$ cat src/rtl/alu_issue_unit.sv
// alu_issue_unit: decodes one RISC-V request at a time into ALU controls and returns the captured result and branch decision.
module alu_issue_unit (
  input  logic       clk,
  input  logic       reset,
  input  logic       req_valid,
  output logic       req_ready,
  input  logic [6:0] req_opcode,
  input  logic [2:0] req_funct3,
  input  logic       req_funct7b5,
  input  logic [7:0] req_rs1,
  input  logic [7:0] req_rs2,
  input  logic [7:0] req_imm,
  output logic [1:0] alu_ctrl,
  output logic [7:0] alu_in_1,
  output logic [7:0] alu_in_2,
  input  logic [7:0] alu_out,
  input  logic       alu_zero,
  output logic       rsp_valid,
  input  logic       rsp_ready,
  output logic [7:0] rsp_result,
  output logic       rsp_zero,
  output logic       rsp_taken,
  output logic       rsp_err,
  output logic [7:0] done_count
);
  typedef enum logic [1:0] {IDLE, EXEC, DONE} state_t;
  state_t state, state_nxt;
  logic is_r, is_i, is_mem, is_b, is_and, is_or, dec_legal, dec_imm;
  logic [1:0] dec_ctrl;
  logic br_q, ne_q;
  always_comb begin
    is_r      = req_opcode == 7'b0110011;
    is_i      = req_opcode == 7'b0010011;
    is_mem    = (req_opcode == 7'b0000011) || (req_opcode == 7'b0100011);
    is_b      = req_opcode == 7'b1100011;
    is_and    = (is_r || is_i) && (req_funct3 == 3'b111);
    is_or     = (is_r || is_i) && (req_funct3 == 3'b110);
    dec_imm   = is_i || is_mem;
    dec_legal = is_and || is_or || is_mem || ((is_r || is_i) && (req_funct3 == 3'b000))
              || (is_b && (req_funct3[2:1] == 2'b00));
    dec_ctrl  = (is_b || (is_r && (req_funct3 == 3'b000) && req_funct7b5)) ? 2'd3 :
                is_and ? 2'd0 : is_or ? 2'd1 : 2'd2;
  end
  always_comb begin
    state_nxt = state;
    state_nxt = (state == IDLE) ? (req_valid ? (dec_legal ? EXEC : DONE) : IDLE) :
                (state == EXEC) ? DONE : (rsp_ready ? IDLE : DONE);
  end
  always_ff @(posedge clk or posedge reset)
    if (reset) state <= IDLE;
    else state <= state_nxt;
  assign req_ready = (state == IDLE) && !reset;
  assign rsp_valid = state == DONE;
  always_ff @(posedge clk or posedge reset) begin
    if (reset) begin
      alu_ctrl   <= '0;
      alu_in_1   <= '0;
      alu_in_2   <= '0;
      rsp_result <= '0;
      rsp_zero   <= 1'b0;
      rsp_taken  <= 1'b0;
      rsp_err    <= 1'b0;
      done_count <= '0;
      br_q       <= 1'b0;
      ne_q       <= 1'b0;
    end else if (state == IDLE && req_valid) begin
      if (dec_legal) begin
        alu_ctrl <= dec_ctrl;
        alu_in_1 <= req_rs1;
        alu_in_2 <= dec_imm ? req_imm : req_rs2;
        br_q     <= is_b;
        ne_q     <= req_funct3[0];
      end else begin
        rsp_err    <= 1'b1;
        rsp_result <= '0;
        rsp_zero   <= 1'b0;
        rsp_taken  <= 1'b0;
      end
    end else if (state == EXEC) begin
      rsp_result <= alu_out;
      rsp_zero   <= alu_zero;
      rsp_taken  <= br_q && (alu_zero ^ ne_q);
      rsp_err    <= 1'b0;
    end else if (state == DONE && rsp_ready) begin
      done_count <= done_count + 8'd1;
    end
  end
endmodule

$ cat config.mk
export PLATFORM = sky130hd
export DESIGN_NAME = alu_issue_unit
export DESIGN_NICKNAME = d
export VERILOG_FILES = /design/src/rtl/alu_issue_unit.sv
export SDC_FILE = /design/constraint.sdc
export NUM_CORES = 1
export LEC_CHECK = 0
export ABC_AREA = 1
export CAP_MARGIN = 20
export CORE_UTILIZATION = 42
export CTS_CLUSTER_SIZE = 12
export DETAILED_ROUTE_END_ITERATION = 8
export PLACE_DENSITY = 0.85
export REMOVE_ABC_BUFFERS = 1
export SYNTH_ARGS = -nofsm -noshare
export SYNTH_HDL_FRONTEND = slang
export SYNTH_SLANG_ARGS = --single-unit
$ cat constraint.sdc
create_clock -name clk -period 1.9 [get_ports clk]
set_clock_uncertainty 0.2 [all_clocks]
set_input_delay 0.285 -clock clk [delete_from_list [all_inputs] [get_ports clk]]
set_output_delay 0.285 -clock clk [all_outputs]
set_load 0.02 [all_outputs]
==> results of run 1 <==
layer usage:
| metal | global-route usage [%] | wire length, um | vias up |
|---|---|---|---|
| met5 | 0 | 0 | - |
| met2 | 36.9 | 2400 | 73 |
| met4 | 6.22 | 38 | 0 |
| li1 | - | - | 966 |
| met1 | 23.7 | 1930 | 881 |
| met3 | 6.35 | 364 | 5 |
power by group through the flow:
stage	Combinational [uW]	Sequential [uW]	Clock (uW)
after floorplan	211	1250	0
after global placement	759	1110	0
after detailed placement	783	1120	0
after CTS	780	1100	588
after global routing	838	1120	619
final	770	1110	576
registers in the layout, indices dropped and copies added (netlist names), 2 cells and up:
signal      flops
alu_in_1        8
alu_in_2        8
done_count      8
rsp_result      8
alu_ctrl        2
state           2
worst min-delay path by stage:
stage	slack, ns	to	start	depth (start not counted)
detailed placement	0.27	alu_in_1[2]$_DFFE_PP0P_	alu_in_1[2]$_DFFE_PP0P_	2
global route	0.20	done_count[0]$_DFFE_PP0P_	reset	3
CTS	0.17	done_count[6]$_DFFE_PP0P_	reset	3
finish	0.16	done_count[5]$_DFFE_PP0P_	reset	3
global placement	0.25	alu_in_1[4]$_DFFE_PP0P_	alu_in_1[4]$_DFFE_PP0P_	2
floorplan	0.20	state[1]$_DFF_PP0_	rsp_ready	1
worst register-to-register path: stages, from the launching register on:
cell and delay, ns:
dfrtp_1 0.42, inv_1 0.11, nand3_1 0.13, inv_1 0.12
nand3_1 0.13, buf_12 0.17, nand3_1 0.09, nand2_1 0.08
final cells by class:
| type | count | area [um2] | share of cell area (%) |
|---|---|---|---|
| clock buffer | 6 | 82.6 | 2.69 |
| inverter | 17 | 63.8 | 2.08 |
| tap | 52 | 65.1 | 2.12 |
| sequential | 41 | 1030 | 33.4 |
| multi-input combinational | 178 | 817 | 26.6 |
| clock inverter | 1 | 7.51 | 0.244 |
| timing repair buffer | 101 | 1010 | 32.8 |
stage by stage:
stage	util [%]	cells
floorplan	-	236
global placement	67.6	389
detailed placement	67.6	389
CTS	69.6	396
global route	69.6	396
finish	69.6	396
layout by cell type, fill, tap and decap left out:
cell type	netlist	final
inv_2	1	1
nor3_1	4	4
o211ai_1	1	1
buf_4	5	12
a21oi_2	1	1
nor3b_2	1	1
nand3_1	36	36
clkinvlp_4	0	1
clkbuf_8	0	6
buf_12	0	3
a21oi_1	2	2
ha_1	1	1
xnor2_1	4	4
nand2_2	2	2
clkdlybuf4s50_1	0	84
nor2_1	12	12
dfrtp_1	41	41
clkinv_1	0	1
mux2_2	1	1
dlygate4sd2_1	0	2
o21ai_0	1	1
nand3_2	2	2
nand2_1	103	103
nor2_2	2	2
inv_1	16	15
nand3b_1	1	1
xor2_1	2	2
nand4_1	2	2
kinds of logic after synthesis:
kind of cell | Yosys count | synth area share [%]
simple gates | 165 | 36.2
compound gates | 5 | 1.60
xor+xnor | 6 | 2.68
mux | 1 | 0.574
buf+inv | 26 | 6.00
flops | 41 | 52.3
fa+ha+maj | 1 | 0.638
timing repair:
| item | in CTS | in global routing |
|---|---|---|
| resized for setup | 2 | 0 |
| hold buffers | 0 | 0 |
| endpoints found under the setup margin | 2 | 0 |
==> impl_metrics.env, run 1 <==
export IMPL_crit_path_start="done_count[3]$_DFFE_PP0P_"
export IMPL_numCtsBuffers=5
export IMPL_slowest_stage="clkdlybuf4s50_1"
export IMPL_worstSetupEndpoint="done_count[3]"
export IMPL_async_flop_share_pct=100
export IMPL_reg2reg_from="state[1]$_DFF_PP0_"
export IMPL_synth_area_leader_cell="dfrtp_1"
export IMPL_syn2layout_area_growth_pct=56.6
export IMPL_overflow=0
export IMPL_gp_congestion=0.873
export IMPL_setup_worst_path_start_class="flop"
export IMPL_dp_slack_ns=-0.0899
export IMPL_cts_sinks=41
export IMPL_synth_edf_count=0
export IMPL_cellPowerDensity_mw_per_mm2=798
export IMPL_yosysMostFrequentCell="nand2_1"
export IMPL_drc=0
export IMPL_setup_tns_ns=0
export IMPL_path_cells="clkdlybuf4s50_1"
export IMPL_cp_depth=1
export IMPL_grt_max_degree=42
export IMPL_cts_tree="yes"
export IMPL_worst_slack_ns=0.0623
export IMPL_p_seq_share_pct=45.1
export IMPL_min_period_ns=1.84
export IMPL_maxCapViolations=0
export IMPL_combPwrFrac_pct=31.4
export IMPL_place_area_mm2=0.00298
export IMPL_seq_area_frac_synth_pct=52.3
export IMPL_cp_arrival_ns=1.35
export IMPL_r2r_slack_ns=0.34
export IMPL_dieWidth_um=70.3
export IMPL_initial_utilization_pct=44.4
export IMPL_wl_per_cell_um=11.9
export IMPL_max_stage_delay_ns=0.64
export IMPL_ant_nets=0
export IMPL_path_delay_family="buffers and inverters"
export IMPL_ios=87
export IMPL_drive_gt1_share_pct=9.30
export IMPL_track_usage_pct=20.8
export IMPL_power_uw=2450
export IMPL_setup_violations=0
export IMPL_ys_flop_type="dfrtp_1"
export IMPL_slew_headroom_pct=74.7
export IMPL_antenna_found_initial=0
export IMPL_ys_warn_count=0
export IMPL_ys_top_cells_by_count="nand2_1, dfrtp_1, nand3_1"
export IMPL_required_ns=1.41
export IMPL_synth_cells=245
export IMPL_rr_endpoint="rsp_zero$_DFFE_PP0P_"
export IMPL_slew_viol_final=0
export IMPL_rsz0062_at_grt="false"
export IMPL_hold_viol=0
export IMPL_fp_dieArea_mm2=0.00495
export IMPL_avgSynthCellArea_um2=8.00
export IMPL_final_nets=393
export IMPL_leakagePower_uw=0.00153
export IMPL_wl_mm=4.73
export IMPL_max_slew_worst_pin_slew_ns=0.379
export IMPL_yosysTopAreaCellShare_pct=52.3
export IMPL_p_sw_share_pct=31.2
export IMPL_ys_ff_latch=41
export IMPL_min_period_over_period_pct=96.7
export IMPL_power_switching_uw=765
export IMPL_netlist_area_mm2=0.00196
export IMPL_vias=1925
export IMPL_dp_hpwl_mm=3.65
export IMPL_whs_ns=0.157
export IMPL_rows=24
export IMPL_r2r_cells=7
export IMPL_vias_per_cell=4.86
export IMPL_htreeDepth=2
export IMPL_power_share_clock_pct=23.5
export IMPL_final_area_mm2=0.00307
export IMPL_fp_dieH_um=70.3
export IMPL_p_int_uw=1690
export IMPL_ir_drop_mv=0.414
export IMPL_ys_types=24
export IMPL_crit_buf_inv=1
export IMPL_core_area_mm2=0.00441
export IMPL_drtPass1Iterations=4
export IMPL_grt_pass1_wl_mm=8.20
export IMPL_hold_class="primary input to asynchronous set/reset pin"
export IMPL_grt_pass1_vias=1902
export IMPL_postCtsSetupBuffers=0
export IMPL_clock_fmax_mhz=544
export IMPL_crit_fanout=5
export IMPL_io_buffers=86
export IMPL_synthTopCellsByArea="dfrtp_1, nand2_1, nand3_1, inv_1, nor2_1"
export IMPL_worstSetupPathType="flop to primary output"
export IMPL_root_buffer="clkbuf_8"
export IMPL_fillers=352
export IMPL_clock_path_buffers=2
export IMPL_path_clk_slew_ns=0.08
export IMPL_run_status="finished clean"
export IMPL_clk_latency_ns=0.29
export IMPL_drtIter0Drc=88
export IMPL_end_kind="primary output"
export IMPL_diodes=0
Note: power is estimated with default switching activity, not from simulation.
==> run 2, diff against run 1 <==
--- a/config.mk
+++ b/config.mk
@@ -7,10 +7,11 @@
 export LEC_CHECK = 0
 export ABC_AREA = 1
 export CAP_MARGIN = 20
-export CORE_UTILIZATION = 42
+export CORE_UTILIZATION = 43
+export CTS_BUF_LIST = sky130_fd_sc_hd__clkbuf_8
 export CTS_CLUSTER_SIZE = 12
 export DETAILED_ROUTE_END_ITERATION = 8
-export PLACE_DENSITY = 0.85
+export PLACE_DENSITY = 0.87
 export REMOVE_ABC_BUFFERS = 1
 export SYNTH_ARGS = -nofsm -noshare
 export SYNTH_HDL_FRONTEND = slang
==> run 2 against run 1 <==
Flip-flop and latch count is the same. Design area stayed put. Combinational power hardly changed. Wire length grew 3.7%. Register-to-register slack worse by 0.08 ns. Via count up 2.3%. Non-clock buffer count is 3 higher. Count of clock-buffer cells in the layout is the same. Global-route usage is 1.5 points higher. Sequential share of layout area unchanged. Power grew 0.15%. Worst hold slack gained 0.0027 ns.
==> impl_metrics.env, run 2 (synthesis gave the netlist of run 1 again) <==
export IMPL_min_period_over_period_pct=97.9
export IMPL_clock_fmax_mhz=537
export IMPL_setup_worst_path_start_class="flop"
export IMPL_dp_slack_ns=-0.0582
export IMPL_ir_drop_mv=0.339
export IMPL_run_status="finished clean"
export IMPL_p_sw_share_pct=31.5
export IMPL_htreeDepth=2
export IMPL_fp_dieH_um=69.5
export IMPL_ant_nets=0
export IMPL_diodes=0
export IMPL_vias=1970
export IMPL_wl_per_cell_um=12.3
export IMPL_root_buffer="clkbuf_8"
export IMPL_slew_viol_final=0
export IMPL_combPwrFrac_pct=31.3
export IMPL_antenna_found_initial=0
export IMPL_required_ns=1.41
export IMPL_path_clk_slew_ns=0.08
export IMPL_max_stage_delay_ns=0.64
export IMPL_worst_slack_ns=0.0392
export IMPL_drtPass1Iterations=4
export IMPL_p_seq_share_pct=45.0
export IMPL_slowest_stage="clkdlybuf4s50_1"
export IMPL_grt_pass1_vias=1972
export IMPL_path_delay_family="buffers and inverters"
export IMPL_cellPowerDensity_mw_per_mm2=799
export IMPL_power_share_clock_pct=23.7
export IMPL_ios=87
export IMPL_clock_path_buffers=2
export IMPL_slew_headroom_pct=76.2
export IMPL_instances_no_fill=399
export IMPL_clk_latency_ns=0.29
export IMPL_crit_fanout=5
export IMPL_layout_common_cells="nand2_1, clkdlybuf4s50_1, dfrtp_1"
export IMPL_grt_pass1_wl_mm=8.55
export IMPL_drc=0
export IMPL_maxCapViolations=0
export IMPL_grt_max_degree=42
export IMPL_hold_viol=0
export IMPL_dieWidth_um=69.5
export IMPL_max_slew_worst_pin_slew_ns=0.356
export IMPL_crit_buf_inv=1
export IMPL_leakagePower_uw=0.00154
export IMPL_hold_class="primary input to asynchronous set/reset pin"
export IMPL_final_nets=396
export IMPL_fp_dieArea_mm2=0.00483
export IMPL_initial_utilization_pct=45.0
export IMPL_p_int_uw=1680
export IMPL_drtIter0Drc=86
export IMPL_rows=24
export IMPL_final_common_cell="nand2_1"
export IMPL_min_period_ns=1.86
export IMPL_syn2layout_area_growth_pct=56.6
export IMPL_cp_arrival_ns=1.38
export IMPL_track_usage_pct=22.3
export IMPL_final_util_pct=70.5
export IMPL_wl_mm=4.91
export IMPL_numCtsBuffers=5
export IMPL_end_kind="primary output"
export IMPL_overflow=0
export IMPL_path_cells="clkdlybuf4s50_1"
export IMPL_whs_ns=0.160
export IMPL_io_buffers=86
export IMPL_r2r_cells=7
export IMPL_worstSetupPathType="flop to primary output"
export IMPL_cts_tree="yes"
export IMPL_dp_cells=392
export IMPL_reg2reg_from="state[0]$_DFF_PP0_"
export IMPL_dp_hpwl_mm=3.86
export IMPL_rr_endpoint="rsp_result[5]$_DFFE_PP0P_"
export IMPL_drive_gt1_share_pct=10.1
export IMPL_power_switching_uw=773
export IMPL_setup_violations=0
export IMPL_postCtsSetupBuffers=0
export IMPL_cts_sinks=41
export IMPL_r2r_slack_ns=0.26
export IMPL_vias_per_cell=4.94
export IMPL_rsz0062_at_grt="false"
export IMPL_core_area_mm2=0.00435
export IMPL_gp_congestion=0.893
## run 2: changes by cell type in the layout (fill, tap and decap cells not counted), sizes merged
cell,previous run,this run
buf,15,18
dlymetal6s2s,0,1
clkdlybuf4s50,84,83
## run 2: power groups by stage
stage / Clock [uW] / Sequential, uW / Combinational, uW
finish: 582 / 1110 / 767
global route: 630 / 1120 / 835
CTS: 598 / 1110 / 779
detailed placement: 0 / 1120 / 780
global placement: 0 / 1110 / 756
floorplan: 0 / 1250 / 211
## run 2: area by class of cell
| type | instances | area, um2 |
|---|---|---|
| clock buffers | 6 | 82.6 |
| clock inverters | 1 | 7.51 |
| fillers | 367 | 1280 |
| inverters | 17 | 63.8 |
| multi-input cells | 178 | 817 |
| flip-flops and latches | 41 | 1030 |
| well taps | 52 | 65.1 |
| repair buffers | 104 | 1010 |
## run 2: timing repair
action	CTS	global route
cloned	0	0
gates resized for setup	2	1
pin swaps	0	0
hold buffers	0	0
endpoints found under the setup margin	2	1
## run 2: metrics by stage
stage	power (uW)	setup TNS (ns)	area [um2]
after floorplan	1460	0	1910
after global placement	1870	-0.0464	2980
after detailed placement	1900	-0.441	2980
after CTS	2480	0	3070
after global routing	2590	0	3070
final	2450	0	3070
## run 2: metal layers
metal	wire length, um	global-route usage [%]	vias to the layer above
li1	-	-	971
met2	2490	39.2	72
met1	2000	25.4	917
met5	0	0	-
met3	318	5.67	10
met4	99	9.52	0
## run 2: how the worst max path moves through the flow
stage	startpoint	cells after the start	end
4_1_cts	done_count[2]$_DFFE_PP0P_	1	done_count[2]
5_1_grt	done_count[2]$_DFFE_PP0P_	1	done_count[2]
6_report	done_count[2]$_DFFE_PP0P_	1	done_count[2]
3_3_place_gp	reset	3	req_ready
2_1_floorplan	req_opcode[3]	8	alu_ctrl[0]$_DFFE_PP0P_
3_5_place_dp	reset	3	req_ready
